File: src/rtl/alu_seq.sv
// Sequential integer ALU with a valid/ready handshake, iterative shift-add multiply
// and restoring unsigned divide. It runs one operation at a time and holds each result until it is taken.
module alu_seq #(
  parameter int WIDTH = 32,
  parameter int CNT_W = $clog2(WIDTH) + 1
) (
  input  logic             clk,
  input  logic             rst_n,
  input  logic             in_valid,
  output logic             in_ready,
  input  logic [WIDTH-1:0] in_a,
  input  logic [WIDTH-1:0] in_b,
  input  logic [3:0]       in_op,
  output logic             out_valid,
  input  logic             out_ready,
  output logic [WIDTH-1:0] out_result,
  output logic [WIDTH-1:0] out_hi,
  output logic             out_zero,
  output logic             out_dbz,
  output logic             out_illegal
);

  localparam int SW = $clog2(WIDTH);
  localparam logic [CNT_W-1:0] LAST_ITER = CNT_W'(WIDTH - 1);

  localparam logic [3:0] OP_ADD  = 4'b0000;
  localparam logic [3:0] OP_SUB  = 4'b0001;
  localparam logic [3:0] OP_MUL  = 4'b0010;
  localparam logic [3:0] OP_SLL  = 4'b0011;
  localparam logic [3:0] OP_SRL  = 4'b0100;
  localparam logic [3:0] OP_CMP  = 4'b1001;
  localparam logic [3:0] OP_SRA  = 4'b1010;
  localparam logic [3:0] OP_DIVU = 4'b1011;
  localparam logic [3:0] OP_REMU = 4'b1100;

  typedef enum logic [1:0] {S_IDLE, S_EXEC, S_DONE} state_t;

  state_t             r_state;
  state_t             w_nextState;
  logic [CNT_W-1:0]   r_cnt;
  logic [WIDTH-1:0]   r_a;
  logic [WIDTH-1:0]   r_b;
  logic [3:0]         r_op;
  logic [2*WIDTH-1:0] r_acc;
  logic [WIDTH-1:0]   r_result;
  logic [WIDTH-1:0]   r_hi;
  logic               r_zero;
  logic               r_dbz;
  logic               r_illegal;

  logic               w_accept;
  logic               w_isDiv;
  logic               w_iterative;
  logic               w_bigShift;
  logic [SW-1:0]      w_shamt;
  logic [WIDTH-1:0]   w_fastResult;
  logic [WIDTH-1:0]   w_fastHi;
  logic               w_fastDbz;
  logic               w_fastIllegal;
  logic [WIDTH:0]     w_mulSum;
  logic [WIDTH:0]     w_divShift;
  logic [WIDTH:0]     w_divDiff;
  logic [2*WIDTH-1:0] w_accNext;
  logic [WIDTH-1:0]   w_iterResult;
  logic [WIDTH-1:0]   w_iterHi;

  assign in_ready    = (r_state == S_IDLE);
  assign out_valid   = (r_state == S_DONE);
  assign out_result  = r_result;
  assign out_hi      = r_hi;
  assign out_zero    = r_zero;
  assign out_dbz     = r_dbz;
  assign out_illegal = r_illegal;

  assign w_accept    = in_valid && (r_state == S_IDLE);
  assign w_isDiv     = (in_op == OP_DIVU) || (in_op == OP_REMU);
  assign w_iterative = (in_op == OP_MUL) || (w_isDiv && (in_b != '0));
  assign w_shamt     = in_b[SW-1:0];
  assign w_bigShift  = |in_b[WIDTH-1:SW];

  always_ff @(posedge clk or negedge rst_n) begin
    if (!rst_n) r_state <= S_IDLE;
    else        r_state <= w_nextState;
  end

  always_comb begin
    w_nextState = r_state;
    case (r_state)
      S_IDLE:  if (w_accept) w_nextState = w_iterative ? S_EXEC : S_DONE;
      S_EXEC:  if (r_cnt == LAST_ITER) w_nextState = S_DONE;
      S_DONE:  if (out_ready) w_nextState = S_IDLE;
      default: w_nextState = S_IDLE;
    endcase
  end

  // Single-cycle results; DIVU/REMU only reach this path with a zero divisor.
  always_comb begin
    w_fastResult  = '0;
    w_fastHi      = '0;
    w_fastDbz     = 1'b0;
    w_fastIllegal = 1'b0;
    case (in_op)
      OP_ADD: w_fastResult = in_a + in_b;
      OP_SUB: w_fastResult = in_a - in_b;
      OP_SLL: w_fastResult = w_bigShift ? '0 : (in_a << w_shamt);
      OP_SRL: w_fastResult = w_bigShift ? '0 : (in_a >> w_shamt);
      OP_SRA: w_fastResult = w_bigShift ? {WIDTH{in_a[WIDTH-1]}}
                                        : $unsigned($signed(in_a) >>> w_shamt);
      OP_CMP: begin
        if ($signed(in_a) < $signed(in_b))      w_fastResult = WIDTH'(1);
        else if ($signed(in_a) > $signed(in_b)) w_fastResult = WIDTH'(2);
      end
      OP_DIVU: begin
        w_fastResult = '1;
        w_fastHi     = in_a;
        w_fastDbz    = 1'b1;
      end
      OP_REMU: begin
        w_fastResult = in_a;
        w_fastHi     = '1;
        w_fastDbz    = 1'b1;
      end
      OP_MUL:  w_fastResult = '0;
      default: w_fastIllegal = 1'b1;
    endcase
  end

  // Accumulator holds {partial product, multiplier} for MUL and {remainder, dividend/quotient} for division.
  always_comb begin
    w_mulSum   = {1'b0, r_acc[2*WIDTH-1:WIDTH]} + (r_acc[0] ? {1'b0, r_a} : '0);
    w_divShift = {r_acc[2*WIDTH-1:WIDTH], r_acc[WIDTH-1]};
    w_divDiff  = w_divShift - {1'b0, r_b};
    if (r_op == OP_MUL)
      w_accNext = {w_mulSum, r_acc[WIDTH-1:1]};
    else if (!w_divDiff[WIDTH])
      w_accNext = {w_divDiff[WIDTH-1:0], r_acc[WIDTH-2:0], 1'b1};
    else
      w_accNext = {w_divShift[WIDTH-1:0], r_acc[WIDTH-2:0], 1'b0};
    if (r_op == OP_REMU) begin
      w_iterResult = w_accNext[2*WIDTH-1:WIDTH];
      w_iterHi     = w_accNext[WIDTH-1:0];
    end else begin
      w_iterResult = w_accNext[WIDTH-1:0];
      w_iterHi     = w_accNext[2*WIDTH-1:WIDTH];
    end
  end

  always_ff @(posedge clk or negedge rst_n) begin
    if (!rst_n) begin
      r_cnt     <= '0;
      r_a       <= '0;
      r_b       <= '0;
      r_op      <= '0;
      r_acc     <= '0;
      r_result  <= '0;
      r_hi      <= '0;
      r_zero    <= 1'b0;
      r_dbz     <= 1'b0;
      r_illegal <= 1'b0;
    end else begin
      case (r_state)
        S_IDLE: begin
          if (w_accept) begin
            r_a   <= in_a;
            r_b   <= in_b;
            r_op  <= in_op;
            r_cnt <= '0;
            r_acc <= {{WIDTH{1'b0}}, (in_op == OP_MUL) ? in_b : in_a};
            if (!w_iterative) begin
              r_result  <= w_fastResult;
              r_hi      <= w_fastHi;
              r_zero    <= (w_fastResult == '0);
              r_dbz     <= w_fastDbz;
              r_illegal <= w_fastIllegal;
            end
          end
        end
        S_EXEC: begin
          r_acc <= w_accNext;
          r_cnt <= r_cnt + CNT_W'(1);
          if (r_cnt == LAST_ITER) begin
            r_result  <= w_iterResult;
            r_hi      <= w_iterHi;
            r_zero    <= (w_iterResult == '0);
            r_dbz     <= 1'b0;
            r_illegal <= 1'b0;
          end
        end
        default: begin
          if (out_ready) r_cnt <= '0;
        end
      endcase
    end
  end

endmodule

File: config.mk
export PLATFORM = sky130hd
export DESIGN_NAME = alu_seq
export DESIGN_NICKNAME = d
export VERILOG_FILES = /design/src/rtl/alu_seq.sv
export SDC_FILE = /design/constraint.sdc
export NUM_CORES = 1
export LEC_CHECK = 0
export BUFFER_PORTS_ARGS = -buffer_cell sky130_fd_sc_hd__clkbuf_2
export CELL_PAD_IN_SITES_DETAIL_PLACEMENT = 1
export CELL_PAD_IN_SITES_GLOBAL_PLACEMENT = 2
export CORE_MARGIN = 1.5
export CORE_UTILIZATION = 37
export CTS_BUF_LIST = sky130_fd_sc_hd__clkbuf_16
export DETAILED_ROUTE_END_ITERATION = 12
export PLACE_DENSITY_LB_ADDON = 0.1
export SYNTH_ARGS = -nofsm -noshare
export SYNTH_HDL_FRONTEND = slang
export SYNTH_SLANG_ARGS = --single-unit
File: constraint.sdc
create_clock -name clk -period 4.1 [get_ports clk]
set_input_delay 0.82 -clock clk [delete_from_list [all_inputs] [get_ports clk]]
set_output_delay 0.82 -clock clk [all_outputs]
set_load 0.005 [all_outputs]
After elaboration in Yosys (flattened, before gate mapping)
Cells that the tools add are included.
Widths: inputs -> output; s select.
{"block": "totals", "in_bits": 72, "register_bits": 207, "output_inout_bits": 69, "wordCells": 101}
{"block": "classes", "muxes": 44, "add_sub_neg": 5, "shifts": 3, "n_lt_le_gt_ge": 2, "reduce_logical": 19, "n_eq_ne": 17}
{"op": "$mux 32", "count": 13}
{"op": "$pmux 32 s8", "count": 1}
{"op": "$mux 64", "count": 3}
{"op": "$pmux 32 s2", "count": 3}
{"op": "$pmux 64 s2", "count": 1}
{"op": "$logic_not 32->1", "count": 2}
{"op": "$add 32x32->33", "count": 1}
{"op": "$sub 33x32->33", "count": 1}
{"op": "$add 32x32->32", "count": 1}
{"op": "$gt 32x32->1", "count": 1}
{"op": "$lt 32x32->1", "count": 1}
{"op": "$reduce_bool 32->1", "count": 1}
{"op": "$shl 32x5->32", "count": 1}
{"op": "$shr 32x5->32", "count": 1}
{"op": "$sshr 32x5->32", "count": 1}
{"op": "$sub 32x32->32", "count": 1}
{"op": "$reduce_or 27->1", "count": 1}
{"op": "$eq 4x4->1 const B", "count": 5}
{"op": "$eq 4x2->1 const B", "count": 3}
{"op": "$mux 2", "count": 6}
{"op": "$mux 6", "count": 2}
{"op": "$pmux 6 s2", "count": 1}
{"op": "$mux 1", "count": 10}
{"op": "$reduce_or 9->1", "count": 1}
{"op": "other kinds (20)", "count": 28}

Logic depth before layout (Yosys ltp)
Gate-level depths: netlist of the first run.
{"block": "logic_depth", "word_depth": 8, "mapped_depth": 19, "mapped_depth_nobuf": 17}

Worst setup path after synthesis of the first run
OpenSTA, ideal clock, no wires.
{"block": "synth_timing", "path_type": "in2reg", "start": "input in_b[3]", "end": "register r_zero, in the netlist out_zero", "setup_ps": 69, "arrival_ps": 4513, "stages": 17, "setup_slack_ps": -482, "n_path_buf": 2, "required_ps": 4031, "path_cell_list": "inv_2 buf_1 clkbuf_1 ha_1 and3_1 a221oi_2 o22ai_1 a21o_1 a31o_1 a221o_1 a21oi_1 nand3b_1 a2111oi_0 nand4_1 nor4_1 nand4_1 nand3_1"}
{"block": "synth_via", "elab_chain_cells": 8, "elab_cells_between_ends": 22, "classes_between": "add/sub: 2; order compare: 2; eq/ne: 1; shift: 3; mux: 9; reduce/logical: 5"}
{"item": "from (decl)", "line_no": "12", "text": "input logic [WIDTH-1:0] in_b,"}
{"item": "$gt 32x32->1", "line_no": "111", "text": "else if ($signed(in_a) > $signed(in_b)) w_fastResult = WIDTH'(2);"}
{"item": "$mux 2", "line_no": "111"}
{"item": "$mux 2", "line_no": "110", "text": "if ($signed(in_a) < $signed(in_b)) w_fastResult = WIDTH'(1);"}
{"item": "$pmux 32 s8", "line_no": "102", "text": "case (in_op)"}
{"item": "$logic_not 32->1", "line_no": "172", "text": "r_zero <= (w_fastResult == '0);"}
{"item": "$mux 1", "line_no": "169", "text": "if (!w_iterative) begin"}
{"item": "$mux 1", "line_no": "163", "text": "if (w_accept) begin"}
{"item": "$pmux 1 s2", "line_no": "161", "text": "case (r_state)"}
{"item": "to (signal assigned)", "line_no": "172"}
{"item": "to (signal assigned)", "line_no": "184", "text": "r_zero <= (w_iterResult == '0);"}
{"item": "to (decl)", "line_no": "47", "text": "logic r_zero;"}
Several ways; a longest one is shown, not always the timed one. The select of a mux whose other input is x is not followed.
A chain may end at the register's enable or synchronous reset.

Worst setup path in the final report of the first run
{"block": "layout_timing", "start": "register r_acc[31]", "end": "register r_zero, in the netlist out_zero"}
{"block": "layout_via", "elab_chain_cells": 7}
{"item": "from (decl)", "line_no": "44", "text": "logic [2*WIDTH-1:0] r_acc;"}
{"item": "from (signal assigned)", "line_no": "168", "text": "r_acc <= {{WIDTH{1'b0}}, (in_op == OP_MUL) ? in_b : in_a};"}
{"item": "from (signal assigned)", "line_no": "179", "text": "r_acc <= w_accNext;"}
{"item": "$sub 33x32->33", "line_no": "132", "text": "w_divDiff = w_divShift - {1'b0, r_b};"}
{"item": "$mux 64", "line_no": "135", "text": "else if (!w_divDiff[WIDTH])"}
{"item": "$mux 64 (*)", "line_no": "133", "text": "if (r_op == OP_MUL)"}
{"item": "$mux 32 (*)", "line_no": "139", "text": "if (r_op == OP_REMU) begin"}
{"item": "$logic_not 32->1 (*)", "line_no": "184"}
{"item": "$mux 1 (*)", "line_no": "181", "text": "if (r_cnt == LAST_ITER) begin"}
{"item": "$pmux 1 s2 (*)", "line_no": "161"}
Every way passes the cells marked *; elsewhere a longest branch is shown, timed or not. The select of a mux whose other input is x is not followed.

==> flow_summary.json, run 1 <==
{
  "tritoncts": "done",
  "utilization_pct": 53.3,
  "async_flop_share_pct": 100,
  "syn-num-nets": 3201,
  "htree_levels": 1,
  "drt_wl_total_mm": 150,
  "cp_num_buf_inv": 7,
  "synth.area.top_cells": "dfrtp_1 23%, nand2_1 7.5%, ha_1 7.2%",
  "drt-wirelength-per-cell_um": 32.4,
  "clockBufferDepth": 3,
  "maxCapViolCount": 0,
  "yosysTopAreaCell": "dfrtp_1",
  "grt_pass1_vias": 31300,
  "synth-edff-count": 0,
  "layout-drive-gt1-share_pct": 34.5,
  "max_freq_mhz": 228,
  "numCtsBuffers": 24,
  "setup_violations": 1,
  "hold_violations": 0,
  "antenna_found_initial": 12,
  "startpoint_type": "flip-flop",
  "holdCritPathClass": "in -> async",
  "pre_cts_ws_ns": -1.08,
  "power_density_nw_per_um2": 699,
  "period_share_pct": 107,
  "fillers": 7436,
  "row_count": 90,
  "dp_hpwl_mm": 120,
  "synth.top_cell.area_share_pct": 23.0,
  "io_buffers": 140,
  "finalSetupTns_ns": -0.294,
  "start_util_pct": 37.4,
  "die_w_um": 250,
  "tightest_slew_ns": 1.19,
  "grt_max_degree": 127,
  "vias_per_cell": 6.56,
  "finalWorstSetupSlack_ns": -0.294,
  "max-slew-margin-rel_pct": 20.7,
  "ys_seq_area_share_pct": 23.0,
  "areaGrowthSynthToFinish_pct": 42.7,
  "antenna_left": 0,
  "critical_path.top_delay_family": "compound AO/OA/AOI/OAI gates",
  "finalNetCount": 4047,
  "synth_warnings": 0,
  "maxSlewViolCount": 0,
  "status": "finished with violations",
  "critical_path.max_stage_delay_ns": 0.51,
  "synth_commonest_cells": "450 x nand2_1, 256 x o21ai_0, 249 x nor2_1",
  "cp_max_fo": 7,
  "rsz0062_at_grt": "yes",
  "synth_cells": 2996,
  "critPathRequiredTime_ns": 4.58,
  "crit_type": "reg -> reg",
  "clock_sinks": 207,
  "ys_seq_elements": 207,
  "io_pins": 141,
  "vdd_drop_max_mv": 0.433,
  "die_area_um2": 62300,
  "fp.dieH_um": 250,
  "endpoint_kind": "flip-flop",
  "firstDrtPassIters": 6,
  "cts_root_buf": "clkbuf_16",
  "clk_pin_slew_ns": 0.07,
  "cp_cell_sequence": "inv_2, ha_4, inv_2, fa_2, a211oi_4, o21ai_4, o2111ai_4, a211o_4, a211oi_4, o21a_4, buf_6, nor2_4, buf_4, buf_8, buf_12, nand3_1, o311a_1, or4b_4, o31ai_4, nand4_1, buf_4, nand3_2",
  "syn_avg_cell_area_um2": 7.51,
  "vias": 30500,
  "hold_ws_ns": 0.371,
  "fp.coreArea_um2": 60200,
  "total_leakage_power_uw": 0.0154,
  "synth_ff_type": "dfrtp_1",
  "syn_area_um2": 22500,
  "hold_buffers": 0,
  "violations": "setup timing",
  "finClkSkew_ns": 0.0136,
  "clock_latency_ns": 0.56,
  "gp_congestion": 1.16,
  "p_total_uw": 22400,
  "timing.final.crit_period_ns": 4.39,
  "grt_usage_pct": 46.8,
  "gr-total-overflow": 0,
  "rr_startpoint": "r_acc[31]",
  "yosysUniqueCellTypes": 97,
  "grt_first_pass_wirelength_mm": 215,
  "drc_errors": 0,
  "crit_start": "r_acc[31]",
  "drt-initial-drc-count": 3356,
  "slowest_stage": "or4b_4",
  "crit_arrival_ns": 4.88,
  "synth.most_common_cell": "nand2_1"
}
state kept, by name, indices dropped and copies added, names as in the netlist:
signal and cells:
r_state 2, out_dbz 1, r_a 32, r_b 32, r_acc 64, out_illegal 1, out_hi 32, out_result 32
r_op 4, r_cnt 6, out_zero 1
what timing repair did:
item	4_1_cts	5_1_grt
endpoints found under the setup margin	58	62
cloned	1	0
gates resized for setup	49	95
setup buffers	15	9
pin swaps	22	38
power by group:
group	switching [uW]	leakage, uW	internal, uW
registers	1170	0.00263	2960
clock network	1000	0.000372	1240
logic	9330	0.0124	6730
total	11500	0.0154	10900
cell type report:
cell class	instances	area (um^2)	share of cell area [%]
Multi-Input combinational cell	2427	16600	51.8
Timing Repair Buffer	1063	8060	25.1
Sequential cell	207	5180	16.1
Tap cell	782	978	3.05
Clock buffer	25	626	1.95
Inverter	119	452	1.41
Clock inverter	18	164	0.510
Antenna cell	9	22.5	0.0701
metrics by stage:
stage	cell area, um^2	std cells
CTS	31600	4632
finish	32100	4650
detailed placement	30500	4574
global placement	30500	4574
floorplan	22600	2996
global route	32100	4642
layout by cell type (no fill, tap or decap), types with 20 or more instances in the layout:
master and n:
a21o_1 50, a21oi_1 232, a221o_1 20, a31oi_1 52, and2_1 48, and3_1 21
buf_12 30, buf_4 889, clkbuf_16 25, clkbuf_2 138, dfrtp_1 204, ha_1 124
inv_1 112, mux2i_1 64, mux4_2 61, nand2_1 448, nand2b_1 21, nand3_1 79
nand4_1 31, nor2_1 243, nor3_1 63, nor4_1 21, o211ai_1 48, o21ai_0 235
o21ai_1 28, o221ai_1 27, xnor2_1 35, xor2_1 25
worst reg2reg max path: cells and delay by family (launching register included):
kind	cells	cell delay [ns]
AOI/OAI and AO/OA	8	1.94
adders and majority gates	2	0.38
buffers and inverters	7	0.81
DFF	1	0.38
and+or+nand+nor	5	0.83
routing by layer:
layer	part of all wire, %	track usage (%)	vias up
met1	37	55.3	15100
met2	44	73.5	1953
met3	9.8	10.3	676
met4	9.9	37.8	6
met5	0.023	0	-
li1	-	-	12700
worst paths after layout:
| path | slack (ns) | depth (start not counted) | end |
|---|---|---|---|
| max | -0.29 | 22 | out_zero |
| min | 0.37 | 1 | r_acc[47] |
| max reg2reg | -0.29 | 22 | out_zero |
| min reg2reg | 0.48 | 2 | r_a[18] |
| max in group asynchronous | 2.81 | 2 | out_result[27] |
| min in group clk | 0.46 | 2 | r_state[1] |
cell families after synthesis:
family                   share of synthesized area, %
XOR/XNOR                                         2.37
AND/OR/NAND/NOR                                  21.8
buffers and inverters                            6.28
adder cells (fa/ha/maj)                          7.53
flip-flops                                       23.0
multiplexers                                     10.1
AO/OA/AOI/OAI                                    28.9
Note: power is estimated with default switching activity, not from simulation.
==> run 2, diff against run 1 <==
--- a/config.mk
+++ b/config.mk
@@ -13,6 +13,8 @@
 export CTS_BUF_LIST = sky130_fd_sc_hd__clkbuf_16
 export DETAILED_ROUTE_END_ITERATION = 12
 export PLACE_DENSITY_LB_ADDON = 0.1
+export REMOVE_ABC_BUFFERS = 1
+export SKIP_LAST_GASP = 1
 export SYNTH_ARGS = -nofsm -noshare
 export SYNTH_HDL_FRONTEND = slang
 export SYNTH_SLANG_ARGS = --single-unit
==> flow_summary.json, run 2 (synthesis results as in run 1) <==
{
  "status": "finished with violations",
  "violations": "setup timing",
  "slowest_stage": "or4_4",
  "cp_cell_sequence": "inv_2, ha_4, inv_2, fa_2, a211oi_2, o21ai_2, o2111ai_1, buf_4, a211o_4, a211oi_4, o21a_4, nor2_4, buf_12, mux2i_1, o21ai_1, or4_4, o31ai_4, buf_6, nand4_1, nand3_1",
  "cts_root_buf": "clkbuf_16",
  "layout-drive-gt1-share_pct": 32.6,
  "clockBufferDepth": 3,
  "fillers": 7451,
  "vias_per_cell": 6.29,
  "clock_latency_ns": 0.55,
  "crit_top_cell": "inv_2",
  "vias": 28400,
  "gp_congestion": 1.01,
  "hold_violations": 0,
  "critical_path.top_delay_family": "compound AO/OA/AOI/OAI gates",
  "drt-initial-drc-count": 2469,
  "grt_usage_pct": 41.1,
  "vdd_drop_max_mv": 0.351,
  "maxCapViolCount": 0,
  "max_freq_mhz": 227,
  "clock_sinks": 207,
  "start_util_pct": 37.4,
  "total_leakage_power_uw": 0.0148,
  "tritoncts": "done",
  "rr_startpoint": "r_acc[31]",
  "largest_register_ffs": 64,
  "finalSetupTns_ns": -0.306,
  "hold_buffers": 0,
  "dp_hpwl_mm": 106,
  "dpl_cell_area_um2": 29400,
  "regMostFlops": "r_acc",
  "layout_commonest_cell": "buf_4",
  "grt_pass1_vias": 29700,
  "critPathRequiredTime_ns": 4.57,
  "r2r_setup_slack_ns": -0.31,
  "rsz0062_at_grt": "yes",
  "row_count": 90,
  "power_density_nw_per_um2": 664,
  "finClkSkew_ns": 0.0322,
  "tightest_slew_ns": 1.08,
  "hold_ws_ns": 0.194,
  "clk_pin_slew_ns": 0.07,
  "worstRegToRegCells": 20,
  "startpoint_type": "flip-flop",
  "die_area_um2": 62300,
  "io_buffers": 140,
  "crit_type": "reg -> reg",
  "grt_first_pass_wirelength_mm": 194,
  "cp_max_fo": 12,
  "pre_cts_ws_ns": -1.33,
  "drc_errors": 0,
  "max-slew-margin-rel_pct": 27.5,
  "r2r-end": "out_zero",
  "numCtsBuffers": 23,
  "maxSlewViolCount": 0,
  "finalWorstSetupSlack_ns": -0.306,
  "grt_max_degree": 82,
  "antenna_left": 0,
  "period_share_pct": 107,
  "fp.dieH_um": 250,
  "design_area_um2": 31100,
  "firstDrtPassIters": 6,
  "finalNetCount": 3925,
  "endpoint_kind": "flip-flop",
  "mostFrequentLayoutCells": "773 x buf_4, 446 x nand2_1, 245 x nor2_1, 235 x o21ai_0, 233 x a21oi_1",
  "setup_violations": 1,
  "holdCritPathClass": "in -> async",
  "fp.coreArea_um2": 60200,
  "io_pins": 141,
  "crit_arrival_ns": 4.87,
  "timing.final.crit_period_ns": 4.41,
  "cp_num_buf_inv": 5,
  "areaGrowthSynthToFinish_pct": 38.4,
  "drt-wirelength-per-cell_um": 29.1,
  "die_w_um": 250,
  "drt_wl_total_mm": 132,
  "htree_levels": 1,
  "gr-total-overflow": 0,
  "critical_path.max_stage_delay_ns": 0.60,
  "antenna_found_initial": 6
}
## run 2: cell count changes in the layout (fill, tap and decap cells not counted), sizes merged
cell      previous run  this run
clkbuf             163       160
bufbuf               1         0
clkinvlp             7         2
inv                120       123
clkinv               8         6
buf                924       805
diode                9         3
## run 2: worst max path at each step
| stage | from | endpoint | slack, ns | cells after the start |
|---|---|---|---|---|
| final | r_acc[31] | out_zero | -0.31 | 20 |
| after CTS | r_acc[31] | out_zero | -0.20 | 20 |
| after floorplan | in_op[1] | out_hi[26] | -1.32 | 9 |
| after global placement | in_b[9] | out_zero | -1.28 | 15 |
| after global routing | r_acc[31] | out_zero | -0.37 | 22 |
| after detailed placement | in_b[9] | out_zero | -1.33 | 15 |
## run 2: area by class of cell
class,instances,area (um^2),area share [%]
Multi-Input combinational cell,2427,16800,53.9
Clock inverter,14,125,0.402
Clock buffer,23,576,1.85
Sequential cell,207,5180,16.6
Antenna cell,3,7.51,0.0241
Tap cell,782,978,3.14
Inverter,119,450,1.45
Timing Repair Buffer,942,7030,22.6
## run 2: per-layer routing
| metal | up-vias | global-route usage [%] | part of all wire [%] |
|---|---|---|---|
| met5 | - | 0 | 0.019 |
| met1 | 14300 | 51.7 | 40 |
| met4 | 4 | 25.5 | 7.3 |
| met2 | 1231 | 67.8 | 46 |
| met3 | 391 | 4.08 | 6.0 |
| li1 | 12500 | - | - |
## run 2: power by group
part | leakage [uW] | internal (uW) | total, uW | switching [uW]
logic | 0.0118 | 6170 | 14700 | 8490
registers | 0.00264 | 2960 | 3960 | 991
clock network | 0.000358 | 1140 | 2080 | 932
## run 2: metrics by stage
stage                     util [%]  total power, uW  instances
after floorplan                  -            10200       2753
after global placement        48.8            16600       4453
after detailed placement      48.8            17100       4453
after CTS                     50.7            19700       4499
after global routing          51.7            21700       4514
final                         51.7            20700       4517
## run 2: timing repair
| action | 4_1_cts | 5_1_grt |
|---|---|---|
| setup endpoints to repair | 43 | 29 |
| gates resized for setup | 84 | 101 |
| pin swaps | 26 | 47 |
| gates cloned | 0 | 0 |
| setup buffers | 9 | 15 |
